[config.mk]
export PLATFORM = sky130hd
export DESIGN_NAME = mem_port_arbiter
export DESIGN_NICKNAME = d
export VERILOG_FILES = /design/src/rtl/mem_port_arbiter.sv
export SDC_FILE = /design/constraint.sdc
export NUM_CORES = 1
export LEC_CHECK = 0
export BUFFER_PORTS_ARGS = -buffer_cell sky130_fd_sc_hd__clkbuf_2
export CAP_MARGIN = 20
export CORE_AREA = 2 2 39 41
export DETAILED_ROUTE_END_ITERATION = 7
export DIE_AREA = 0 0 41 43
export HOLD_SLACK_MARGIN = 0.02
export PLACE_DENSITY = 0.52
export SETUP_SLACK_MARGIN = 0.5
export SYNTH_ARGS = -nofsm -noshare
export SYNTH_HDL_FRONTEND = slang
export SYNTH_SLANG_ARGS = --single-unit
export TNS_END_PERCENT = 50
[constraint.sdc]
create_clock -name clk -period 1.2 [get_ports clk]
set_input_delay 0 -clock clk [delete_from_list [all_inputs] [get_ports clk]]
set_output_delay 0 -clock clk [all_outputs]
set_load 0.05 [all_outputs]
[src/rtl/mem_port_arbiter.sv]
// Arbiter and handshake sequencer for the shared memory port (fetch, load/store, debug).
// Define MEM_PORT_ARB_ROUND_ROBIN_EN for rotating priority; fixed A > B > C otherwise.
module mem_port_arbiter #(
  parameter int TIMEOUT_CYC = 16
) (
  input  logic clk,
  input  logic rst,
  input  logic req_a,
  input  logic req_b,
  input  logic req_c,
  output logic gnt_a,
  output logic gnt_b,
  output logic gnt_c,
  output logic done_a,
  output logic done_b,
  output logic done_c,
  output logic select_a,
  output logic select_b,
  output logic mem_valid,
  input  logic mem_ready,
  output logic err_timeout
);

  localparam int CNT_W = (TIMEOUT_CYC > 1) ? $clog2(TIMEOUT_CYC) : 1;
  localparam logic [CNT_W-1:0] CNT_ZERO = CNT_W'(0);
  localparam logic [CNT_W-1:0] CNT_ONE  = CNT_W'(1);
  localparam logic [CNT_W-1:0] CNT_LAST = CNT_W'(TIMEOUT_CYC - 1);

  typedef enum logic [0:0] {
    ST_IDLE = 1'b0,
    ST_BUSY = 1'b1
  } state_t;

  state_t           state_r, state_s;
  logic [2:0]       gnt_r, gnt_s;
  logic             sel_a_r, sel_a_s;
  logic             sel_b_r, sel_b_s;
  logic             mem_valid_r, mem_valid_s;
  logic             err_r, err_s;
  logic [CNT_W-1:0] cnt_r, cnt_s;
  logic [2:0]       req_s;
  logic [2:0]       win_s;

  // Fixed priority A > B > C; result is one-hot or zero.
  function automatic logic [2:0] pick_fixed(input logic [2:0] req);
    logic [2:0] win;
    if (req[0]) begin
      win = 3'b001;
    end else if (req[1]) begin
      win = 3'b010;
    end else if (req[2]) begin
      win = 3'b100;
    end else begin
      win = 3'b000;
    end
    return win;
  endfunction

`ifdef MEM_PORT_ARB_ROUND_ROBIN_EN
  logic [1:0] ptr_r, ptr_s;

  // Rotating priority starting at the requester named by ptr (0=A, 1=B, 2=C).
  function automatic logic [2:0] pick_rr(input logic [2:0] req, input logic [1:0] ptr);
    logic [2:0] win;
    case (ptr)
      2'd1: begin
        if (req[1]) begin
          win = 3'b010;
        end else if (req[2]) begin
          win = 3'b100;
        end else if (req[0]) begin
          win = 3'b001;
        end else begin
          win = 3'b000;
        end
      end
      2'd2: begin
        if (req[2]) begin
          win = 3'b100;
        end else if (req[0]) begin
          win = 3'b001;
        end else if (req[1]) begin
          win = 3'b010;
        end else begin
          win = 3'b000;
        end
      end
      default: win = pick_fixed(req);
    endcase
    return win;
  endfunction

  // Pointer moves to the requester after the winner.
  function automatic logic [1:0] next_ptr(input logic [2:0] win, input logic [1:0] ptr);
    logic [1:0] nxt;
    case (win)
      3'b001:  nxt = 2'd1;
      3'b010:  nxt = 2'd2;
      3'b100:  nxt = 2'd0;
      default: nxt = ptr;
    endcase
    return nxt;
  endfunction
`endif

  assign req_s = {req_c, req_b, req_a};

  // Winner selection for the next grant.
  always_comb begin
`ifdef MEM_PORT_ARB_ROUND_ROBIN_EN
    win_s = pick_rr(req_s, ptr_r);
`else
    win_s = pick_fixed(req_s);
`endif
  end

  // Next-state and next-output logic for the IDLE/BUSY sequencer.
  always_comb begin
    state_s     = state_r;
    gnt_s       = gnt_r;
    sel_a_s     = sel_a_r;
    sel_b_s     = sel_b_r;
    mem_valid_s = mem_valid_r;
    err_s       = 1'b0;
    cnt_s       = cnt_r;
`ifdef MEM_PORT_ARB_ROUND_ROBIN_EN
    ptr_s       = ptr_r;
`endif
    case (state_r)
      ST_IDLE: begin
        gnt_s       = 3'b000;
        sel_a_s     = 1'b0;
        sel_b_s     = 1'b0;
        mem_valid_s = 1'b0;
        cnt_s       = CNT_ZERO;
        if (|req_s) begin
          state_s     = ST_BUSY;
          gnt_s       = win_s;
          sel_a_s     = win_s[0];
          sel_b_s     = win_s[1];
          mem_valid_s = 1'b1;
`ifdef MEM_PORT_ARB_ROUND_ROBIN_EN
          ptr_s       = next_ptr(win_s, ptr_r);
`endif
        end else begin
          state_s = ST_IDLE;
        end
      end
      ST_BUSY: begin
        // Completion is checked first so ready on the last cycle is not an error.
        if (mem_ready) begin
          state_s     = ST_IDLE;
          gnt_s       = 3'b000;
          sel_a_s     = 1'b0;
          sel_b_s     = 1'b0;
          mem_valid_s = 1'b0;
          cnt_s       = CNT_ZERO;
        end else if (cnt_r == CNT_LAST) begin
          state_s     = ST_IDLE;
          gnt_s       = 3'b000;
          sel_a_s     = 1'b0;
          sel_b_s     = 1'b0;
          mem_valid_s = 1'b0;
          cnt_s       = CNT_ZERO;
          err_s       = 1'b1;
        end else begin
          cnt_s = cnt_r + CNT_ONE;
        end
      end
      default: begin
        state_s     = ST_IDLE;
        gnt_s       = 3'b000;
        sel_a_s     = 1'b0;
        sel_b_s     = 1'b0;
        mem_valid_s = 1'b0;
        cnt_s       = CNT_ZERO;
      end
    endcase
  end

  // State and registered-output update with synchronous reset.
  always_ff @(posedge clk) begin
    if (rst) begin
      state_r     <= ST_IDLE;
      gnt_r       <= 3'b000;
      sel_a_r     <= 1'b0;
      sel_b_r     <= 1'b0;
      mem_valid_r <= 1'b0;
      err_r       <= 1'b0;
      cnt_r       <= CNT_ZERO;
`ifdef MEM_PORT_ARB_ROUND_ROBIN_EN
      ptr_r       <= 2'd0;
`endif
    end else begin
      state_r     <= state_s;
      gnt_r       <= gnt_s;
      sel_a_r     <= sel_a_s;
      sel_b_r     <= sel_b_s;
      mem_valid_r <= mem_valid_s;
      err_r       <= err_s;
      cnt_r       <= cnt_s;
`ifdef MEM_PORT_ARB_ROUND_ROBIN_EN
      ptr_r       <= ptr_s;
`endif
    end
  end

  assign gnt_a       = gnt_r[0];
  assign gnt_b       = gnt_r[1];
  assign gnt_c       = gnt_r[2];
  assign select_a    = sel_a_r;
  assign select_b    = sel_b_r;
  assign mem_valid   = mem_valid_r;
  assign err_timeout = err_r;
  assign done_a      = gnt_r[0] & mem_ready;
  assign done_b      = gnt_r[1] & mem_ready;
  assign done_c      = gnt_r[2] & mem_ready;

endmodule

# ---- After elaboration in Yosys (flattened, before gate mapping)
# Index checks and enable logic that the tools add are counted.
dict set report word_totals {
  input_bits 6
  output_inout_bits 10
  elab_cells 38
  ff_bits 12
}
dict set report op_classes {
  mux 22
  reduce_logical 2
  add_sub_neg 1
  bitwise 4
  eq_ne 2
}
# cell n
set op_table {}
lappend op_table {{$mux W3} 6}
lappend op_table {{$mux W1} 8}
lappend op_table {{$mux W4} 2}
lappend op_table {{$pmux W1 S2} 4}
lappend op_table {{$pmux W4 S2} 1}
lappend op_table {{$pmux W3 S2} 1}
lappend op_table {{$reduce_or A3 Y1} 2}
lappend op_table {{$add A4 B1 Y4 const B} 1}
lappend op_table {{$eq A4 B4 Y1 const B} 1}
lappend op_table {{$and A1 B1 Y1} 3}
lappend op_table {{$ne A3 B2 Y1 const B} 1}
lappend op_table {{$not A1 Y1} 1}

# ---- Longest topological paths before layout
# Gate-level depths: netlist of run 1.
dict set report depth {
  depth_word 5
  mapped_depth 4
  ltp_nobuf 4
}

# ---- Worst setup path before layout of run 1
# No wires, ideal clock.
dict set report synth_timing {
  path_kind {flip-flop to flip-flop}
  from {register cnt_r[0]}
  to {register mem_valid_r (netlist: mem_valid)}
  slack_ns 0.031
  path_stages_with_launch 5
  t_required_ns 1.133
  setup_time_ns 0.067
  period_less_slack_ns 1.169
  path_buffers 0
  arrival_time_ns 1.102
  path_cell_list {dfxtp_1 ha_1 nand3_1 or3b_4 o21ai_2}
}
dict set report synth_between {
  elab_chain_cells 2
}
# element line_no
set synth_rtl {}
lappend synth_rtl {{from (decl)} 40} ;# logic [CNT_W-1:0] cnt_r, cnt_s;
lappend synth_rtl {{from (signal assigned)} 201} ;# cnt_r <= cnt_s;
lappend synth_rtl {{$eq A4 B4 Y1} 158} ;# end else if (cnt_r == CNT_LAST) begin
lappend synth_rtl {{$ne A3 B2 Y1 (no line)} n/a}
lappend synth_rtl {{to (signal assigned)} 199} ;# mem_valid_r <= mem_valid_s;
lappend synth_rtl {{to (decl)} 38} ;# logic mem_valid_r, mem_valid_s;
# Every way passes these cells.
# A chain may end at the register's enable or synchronous reset.

# ---- Worst setup path in the final report of run 1
dict set report layout_timing {
  from {register cnt_r[1]}
  to {register cnt_r[3]}
}
dict set report layout_between {
  elab_chain_cells 4
  word_cells_on_any_way 5
  cone_classes {add/sub: 1; eq/ne: 1; mux: 3}
}
# element line_no
set layout_rtl {}
lappend layout_rtl {{$add A4 B1 Y4 / $eq A4 B4 Y1 (equally long branches)} {167, 158}}
lappend layout_rtl {{$mux W4 *} 158}
lappend layout_rtl {{$mux W4 *} 151} ;# if (mem_ready) begin
lappend layout_rtl {{$pmux W4 S2 *} 129} ;# case (state_r)
# Every way passes the cells marked *; elsewhere a longest branch is shown, timed or not.

==> impl_metrics.tcl, run 1 <==
set metrics [dict create \
    status "finished, violations left" \
    violations "negative hold slack" \
    hold_violations 1 \
    routabilityCongestion 0.644 \
    synth_top_family_by_area "simple AND/OR/NAND/NOR gates" \
    grt_pass1_vias 319 \
    synth-compound-area-share 0.109 \
    fmax_ghz 0.881 \
    finalSetupViolations 0 \
    antennaDiodeCount 0 \
    layout.nets 68 \
    cts.sinks 10 \
    wl_per_cell_um 10.7 \
    ys_ff_latch 10 \
    required_ns 1.40 \
    synth_fp_nets 45 \
    dp_hpwl_um 560 \
    design.core.area_um2 1380 \
    root_buffer "clkbuf_4" \
    period_share 0.946 \
    firstDrtPassIters 4 \
    crit_type "reg -> reg" \
    relSlewSlack 0.757 \
    synth_flop_cell "dfxtp_1" \
    path_max_fanout 4 \
    cts-htree-levels 1 \
    antenna_found_initial 0 \
    grt_usage 0.119 \
    synthSimpleGateAreaFrac 0.271 \
    synth_cell_types 19 \
    grt_max_degree 8 \
    cap_violations 0 \
    yosys.area_share.adder 0.0312 \
    whs_ns -0.000611 \
    syn_to_final_growth_pct 61.1 \
    cts_tree "built" \
    synthMostInstantiatedCell "dfxtp_1" \
    synth_area_leaders "dfxtp_1 (50%), and2_1 (6.2%), a22o_1 (4.4%)" \
    p_leak_nw 0.279 \
    drv_slew 0 \
    critPathCaptureType "flop" \
    synth-xor-area-share 0.0436 \
    portBuffers 15 \
    ctsLongestPathBuffers 2 \
    syn_inst 38 \
    clk_latency_ns 0.26 \
    grt_pass1_wl_um 1350 \
    dieArea_um2 1760 \
    hold_buffers 2 \
    synthMuxAreaShare 0 \
    yosys.area.top_type_share 0.498 \
    powerDensity_nw_per_um2 1160 \
    synth_area_per_cell_um2 10.6 \
    setup_ws_ns 0.0650 \
    drt_iter0_drc 13 \
    vias 345 \
    dp_slack_ns 0.0725 \
    initial_core_util 0.290 \
    drc 0 \
    fin_setup_tns_ns 0 \
    postSynth.asyncResetShare 0 \
    startpoint_type "flop" \
    io_pins 16 \
    netlist_area_um2 402 \
    final.min_clock_period_ns 1.14 \
    synth_edf_count 0 \
    via_per_inst 4.54 \
    cp.arrival_ns 1.34 \
    min_path_type "in -> reg" \
    drive_gt1_frac 0.617 \
    yosysSeqAreaShare 0.498 \
    detail-route-antenna-nets 0 \
    ys_top_cells_by_count "dfxtp_1 (10), and2_1 (4), nor2_1 (3), nor3_1 (3)" \
    gr-total-overflow 0 \
    path_clk_slew_ns 0.07 \
    die_h_um 43 \
    rsz0062_at_grt "true" \
    cts_inserted_buffers 3 \
    finalPower_uw 748 \
    fin_skew_ns 0.00661 \
    tightestPinTransition_ns 0.361 \
    yosysTopAreaCell "dfxtp_1" \
    ir_drop_v 0.000451 \
    die_w_um 41 \
    drt-total-wl_um 815 \
    num_rows 14 \
    ys_warn_count 0 \
]
[cell families (layout without fill, tap and decap cells)]
family / count (synthesis) / after routing
xor+xnor: 2 / 2
buf+inv: 3 / 25
compound gates: 5 / 5
simple gates: 17 / 17
fa+ha+maj: 1 / 1
flops: 10 / 10
[critical path, cell delays in order (launching register included)]
cell	delay, ns
dfxtp_2	0.33
ha_4	0.16
nand3_2	0.07
or3b_4	0.41
nor2_2	0.11
[cells in the final DEF, fill, tap and decap left out, types with 3 or more instances in the layout]
cell type and n:
and2_4 3, buf_4 3, dfxtp_4 3, dfxtp_1 5
nor2_1 3, clkbuf_2 12, clkbuf_4 3
[power by group]
| part | switching, mW | leakage, nW | total [mW] | internal, mW |
|---|---|---|---|---|
| combinational | 0.0951 | 0.180 | 0.149 | 0.0541 |
| sequential | 0.0134 | 0.0848 | 0.358 | 0.345 |
| clock | 0.113 | 0.0150 | 0.241 | 0.128 |
| total | 0.221 | 0.279 | 0.748 | 0.527 |
[final timing paths]
path / from / endpoint / slack (ns) / cells past startpoint
worst max-delay path: cnt_r[1] / cnt_r[3] / 0.06 / 4
worst min register to register: mem_valid / mem_valid / 0.46 / 2
worst min-delay path: req_c / gnt_r[2] / -0.0006 / 2
worst max register to register: cnt_r[1] / cnt_r[3] / 0.06 / 4
[per-stage QoR]
stage / instances / utilization / hold slack [ns] / area, um2
2_1_floorplan: 38 / - / 0.0773 / 440
3_3_place_gp: 67 / 0.376 / 0.256 / 520
3_5_place_dp: 67 / 0.376 / 0.249 / 520
4_1_cts: 76 / 0.459 / -0.0164 / 636
5_1_grt: 76 / 0.467 / -0.00488 / 647
6_report: 76 / 0.467 / -0.000611 / 647
[area by class of cell]
type | count | area (um2)
clock buffers | 4 | 26.3
flip-flops and latches | 10 | 214
fillers | 136 | 737
multi-input cells | 25 | 219
repair buffers | 20 | 164
well taps | 16 | 20.0
inverters | 1 | 3.75
[state kept, by name, indices dropped and copies added (netlist names)]
register,cells
state_r,1
gnt_r,3
mem_valid,1
cnt_r,4
err_timeout,1
[layer usage]
layer | track usage | part of all wire
met1 | 0.147 | 0.44
met2 | 0.153 | 0.50
met3 | 0.0471 | 0.059
met4 | 0.100 | 0
met5 | 0 | 0
[repair_timing]
item,4_1_cts,5_1_grt
hold endpoints to repair,5,2
setup endpoints to repair,20,20
pin swaps,1,4
resized for setup,7,5
setup buffers,3,0
No activity file was read; power rests on OpenSTA's default activity.
==> run 2: changes to the inputs <==
--- a/config.mk
+++ b/config.mk
@@ -8,8 +8,10 @@
 export BUFFER_PORTS_ARGS = -buffer_cell sky130_fd_sc_hd__clkbuf_2
 export CAP_MARGIN = 20
 export CORE_AREA = 2 2 39 41
+export CTS_BUF_LIST = sky130_fd_sc_hd__clkbuf_8
 export DETAILED_ROUTE_END_ITERATION = 7
 export DIE_AREA = 0 0 41 43
+export GPL_TIMING_DRIVEN = 0
 export HOLD_SLACK_MARGIN = 0.02
 export PLACE_DENSITY = 0.52
 export SETUP_SLACK_MARGIN = 0.5
==> run 2 against run 1 <==
  * The run now ends clean
  * Cell area grew 6.0%
  * Routed wire length is 8.2% higher
  * Via count is 2.9% higher
  * Register-to-register slack barely moved
==> impl_metrics.tcl, run 2 (same netlist as run 1, synthesis figures left out) <==
set metrics [dict create \
    fin_setup_tns_ns 0 \
    antennaDiodeCount 0 \
    routabilityCongestion 0.686 \
    gr-total-overflow 0 \
    startpoint_type "flop" \
    die_h_um 43 \
    finalSetupViolations 0 \
    hold_violations 0 \
    io_pins 16 \
    top_register "cnt_r" \
    grt_usage 0.117 \
    num_rows 14 \
    cts_inserted_buffers 3 \
    ir_drop_v 0.000605 \
    drv_slew 0 \
    fmax_ghz 0.883 \
    fill_cells 133 \
    design.core.area_um2 1380 \
    grt_pass1_wl_um 1360 \
    fin_skew_ns 0.00917 \
    cts-htree-levels 1 \
    path_clk_slew_ns 0.05 \
    min_path_type "in -> reg" \
    final.min_clock_period_ns 1.13 \
    cp.arrival_ns 1.31 \
    detail-route-antenna-nets 0 \
    wl_per_cell_um 11.3 \
    top_regs "cnt_r (4), gnt_r (3)" \
    dieArea_um2 1760 \
    antenna_found_initial 0 \
    crit_type "reg -> reg" \
    tightestPinTransition_ns 0.348 \
    final_common_cell "clkbuf_2" \
    multiInputGateArea_um2 229 \
    ctsLongestPathBuffers 2 \
    required_ns 1.38 \
    layout_common_cells "clkbuf_2 (12), buf_4 (7), dfxtp_1 (5)" \
    grt_pass1_vias 308 \
    dp_hpwl_um 554 \
    clk_latency_ns 0.24 \
    syn_to_final_growth_pct 70.7 \
    largest_register_ffs 4 \
    portBuffers 15 \
    die_w_um 41 \
    drc 0 \
    period_share 0.944 \
    drt_iter0_drc 4 \
    firstDrtPassIters 4 \
    grt_max_degree 8 \
    status "finished, final reports clean" \
    final-seq-area_um2 214 \
    drive_gt1_frac 0.677 \
    via_per_inst 4.55 \
    critPathCaptureType "flop" \
    drt-total-wl_um 882 \
    p_leak_nw 0.303 \
    powerDensity_nw_per_um2 1270 \
    cts_tree "built" \
    vias 355 \
    final_util 0.495 \
    path_max_fanout 4 \
    root_buffer "clkbuf_8" \
    rsz0062_at_grt "true" \
    relSlewSlack 0.766 \
    cts.sinks 10 \
    initial_core_util 0.290 \
    layout.nets 70 \
    cap_violations 0 \
]
-- run 2: cell count changes in the layout (fill, tap and decap cells not counted) --
cell	before	now
inv_1	1	2
nor2_2	1	2
clkbuf_4	3	0
nor2_1	3	2
nand3_2	1	0
dlygate4sd3_1	2	0
nand3_4	0	1
clkbuf_8	0	3
clkbuf_1	1	0
buf_4	3	7
-- run 2: layout make-up --
cell class                 instances  area share
buffer                             2      0.0219
timing repair buffer              20       0.232
tap                               16      0.0292
multi-input combinational         25       0.334
clock inverter                     1     0.00547
clock buffer                       3      0.0602
inverter                           1     0.00547
sequential                        10       0.312
-- run 2: critical path, cell delays in order (launching register included) --
cell,delay (ns)
dfxtp_2,0.33
ha_4,0.16
nand3_4,0.06
or3b_4,0.42
o21ai_2,0.11
-- run 2: routing by layer --
metal  track usage  up-vias  routed length, um
met4        0.0800        0                  0
met3        0.0314        0                 41
li1              -      180                  -
met5             0        -                  0
met1         0.156      165                390
met2         0.156       10                450
-- run 2: final timing paths --
path              from         to  slack (ns)  cells past startpoint
max           cnt_r[1]  mem_valid        0.07                      4
min              req_a   gnt_r[0]        0.02                      2
max reg2reg   cnt_r[1]  mem_valid        0.07                      4
min reg2reg  mem_valid  mem_valid        0.46                      2
-- run 2: power breakdown --
part | internal (mW) | total [mW] | switching [mW]
sequential | 0.346 | 0.359 | 0.0136
combinational | 0.0549 | 0.152 | 0.0966
clock | 0.224 | 0.362 | 0.138
total | 0.625 | 0.873 | 0.248
-- run 2: through the flow --
stage / power, mW / hold WS, ns / std cells / cell area (um2) / worst slack, ns
final: 0.873 / 0.0234 / 78 / 686 / 0.0677
after floorplan: 0.464 / 0.0773 / 38 / 440 / 0.108
after CTS: 0.879 / 0.00862 / 77 / 651 / 0.0540
after detailed placement: 0.500 / 0.259 / 69 / 536 / 0.0642
after global placement: 0.499 / 0.258 / 69 / 536 / 0.0608
after global routing: 0.910 / 0.0237 / 78 / 686 / 0.0200
-- run 2: repair_timing --
action,in CTS,in global routing
setup buffers,4,1
endpoints found under the hold margin,3,0
gates cloned,0,0
endpoints found under the setup margin,20,20
pin swaps,2,4
resized for setup,6,8
==> run 3: changes to the inputs <==
--- a/config.mk
+++ b/config.mk
@@ -13,7 +13,7 @@
 export DIE_AREA = 0 0 41 43
 export GPL_TIMING_DRIVEN = 0
 export HOLD_SLACK_MARGIN = 0.02
-export PLACE_DENSITY = 0.52
+export PLACE_DENSITY = 0.57
 export SETUP_SLACK_MARGIN = 0.5
 export SYNTH_ARGS = -nofsm -noshare
 export SYNTH_HDL_FRONTEND = slang
==> run 3 against run 2 <==
  * Highest routed layer is now met4
  * Cell area shrank 0.73%
  * Global-route usage grew 0.31 points
  * Worst setup slack lost 0.020 ns
  * Hold slack lost 0.012 ns
  * Register-to-register slack lost 0.02 ns
  * Power grew 6.2%
  * Sequential share of layout area grew 0.23 points
==> impl_metrics.tcl, run 3 (same netlist as run 1, synthesis figures left out) <==
set metrics [dict create \
    grt_pass1_wl_um 1280 \
    ctsLongestPathBuffers 2 \
    holdPathEnd "gnt_r[1]" \
    dieArea_um2 1760 \
    clk_latency_ns 0.24 \
    min_path_type "in -> reg" \
    vias 332 \
    finalPower_uw 927 \
    io_pins 16 \
    status "finished, final reports clean" \
    detail-route-antenna-nets 0 \
    grt_usage 0.120 \
    startpoint_type "flop" \
    largest_register_ffs 4 \
    portBuffers 15 \
    layout_common_cells "clkbuf_2 (12), buf_4 (5), dfxtp_1 (5)" \
    drt-total-wl_um 815 \
    place_area_um2 536 \
    dp_slack_ns 0.0661 \
    gr-total-overflow 0 \
    fin_skew_ns 0.00267 \
    drt_iter0_drc 2 \
    die_h_um 43 \
    fin_area_um2 681 \
    instances_no_fill 76 \
    critPathCaptureType "flop" \
    required_ns 1.37 \
    num_rows 14 \
    path_clk_slew_ns 0.05 \
    cp.arrival_ns 1.32 \
    p_leak_nw 0.295 \
    cts_inserted_buffers 3 \
    firstDrtPassIters 2 \
    ir_drop_v 0.000766 \
    whs_path_depth 2 \
    dp_hpwl_um 541 \
    fin_setup_tns_ns 0 \
    finalSetupViolations 0 \
    syn_to_final_growth_pct 69.5 \
    rsz0062_at_grt "true" \
    final_common_cell "clkbuf_2" \
    ff2ff_path_depth 4 \
    final.min_clock_period_ns 1.15 \
    cpMaxStageDelayCell "or3b_4" \
    drv_slew 0 \
    period_share 0.960 \
    layout.nets 68 \
    antennaDiodeCount 0 \
    drc 0 \
    powerDensity_nw_per_um2 1360 \
    hp-start "req_b" \
    cts-htree-levels 1 \
    whs_ns 0.0111 \
    path_max_fanout 4 \
    top_regs "cnt_r (4), gnt_r (3)" \
    grt_pass1_vias 297 \
    relSlewSlack 0.779 \
    cts.sinks 10 \
    root_buffer "clkbuf_8" \
    die_w_um 41 \
    cts_tree "built" \
    via_per_inst 4.37 \
    antenna_found_initial 0 \
    timing.rr.start "cnt_r[0]" \
    crit_chain "ha_4 -> nand3_4 -> or3b_4 -> o21ai_2" \
    dpl.cell_count 69 \
    top_register "cnt_r" \
    crit_type "reg -> reg" \
    routabilityCongestion 0.651 \
    fmax_ghz 0.868 \
    r2r_setup_slack_ns 0.05 \
    setup_ws_ns 0.0478 \
    r2r-end "mem_valid" \
    hold_violations 0 \
    wl_per_cell_um 10.7 \
    grt_max_degree 8 \
    cap_violations 0 \
    initial_core_util 0.290 \
    design.core.area_um2 1380 \
    max_stage_delay_ns 0.41 \
    drive_gt1_frac 0.683 \
    final_util 0.492 \
    tightestPinTransition_ns 0.329 \
]
==> run 3: cell types whose count changed in the layout (fill, tap and decap cells not counted) <==
cell / before / now
clkbuf_8: 3 / 4
inv_1: 2 / 1
buf_4: 7 / 5
==> run 3: worst max-delay path by stage <==
stage,to,depth (start not counted),slack [ns],from
6_report,mem_valid,4,0.05,cnt_r[0]
5_1_grt,cnt_r[3],4,0.006,cnt_r[0]
4_1_cts,cnt_r[0],4,0.05,cnt_r[0]
3_5_place_dp,mem_valid,4,0.07,cnt_r[0]
3_3_place_gp,mem_valid,4,0.06,cnt_r[0]
2_1_floorplan,mem_valid,4,0.11,cnt_r[0]
==> run 3: repair_timing <==
item                                    CTS  global route
gates cloned                              0             0
endpoints found under the setup margin   20            20
setup buffers                             2             1
gates resized for setup                   7             7
endpoints found under the hold margin     2             1
pin swaps                                 4             1
==> run 3: critical path: cells and delay by family, from the launching register on <==
family          cells  cell delay (ns)
compound gates      1             0.11
fa+ha+maj           1             0.17
flops               1             0.33
simple gates        2             0.47
==> run 3: cell type report <==
cell class / instances / area, um2
plain buffers: 2 / 15.0
clock buffers: 4 / 55.1
fillers: 134 / 703
inverters: 1 / 3.75
multi-input cells: 25 / 229
flip-flops and latches: 10 / 214
well taps: 16 / 20.0
repair buffers: 18 / 144
==> run 3: layer usage <==
metal / vias to the layer above / part of all wire / wire (um) / global-route usage
li1: 173 / - / - / -
met2: 12 / 0.48 / 391 / 0.150
met5: - / 0 / 0 / 0
met1: 145 / 0.43 / 350 / 0.134
met3: 2 / 0.074 / 60 / 0.0942
met4: 0 / 0.015 / 12 / 0.0800
==> run 3: where the power goes <==
part           total (mW)  switching (mW)  internal (mW)
logic               0.147          0.0941         0.0530
registers           0.360          0.0144          0.346
clock network       0.420           0.132          0.288
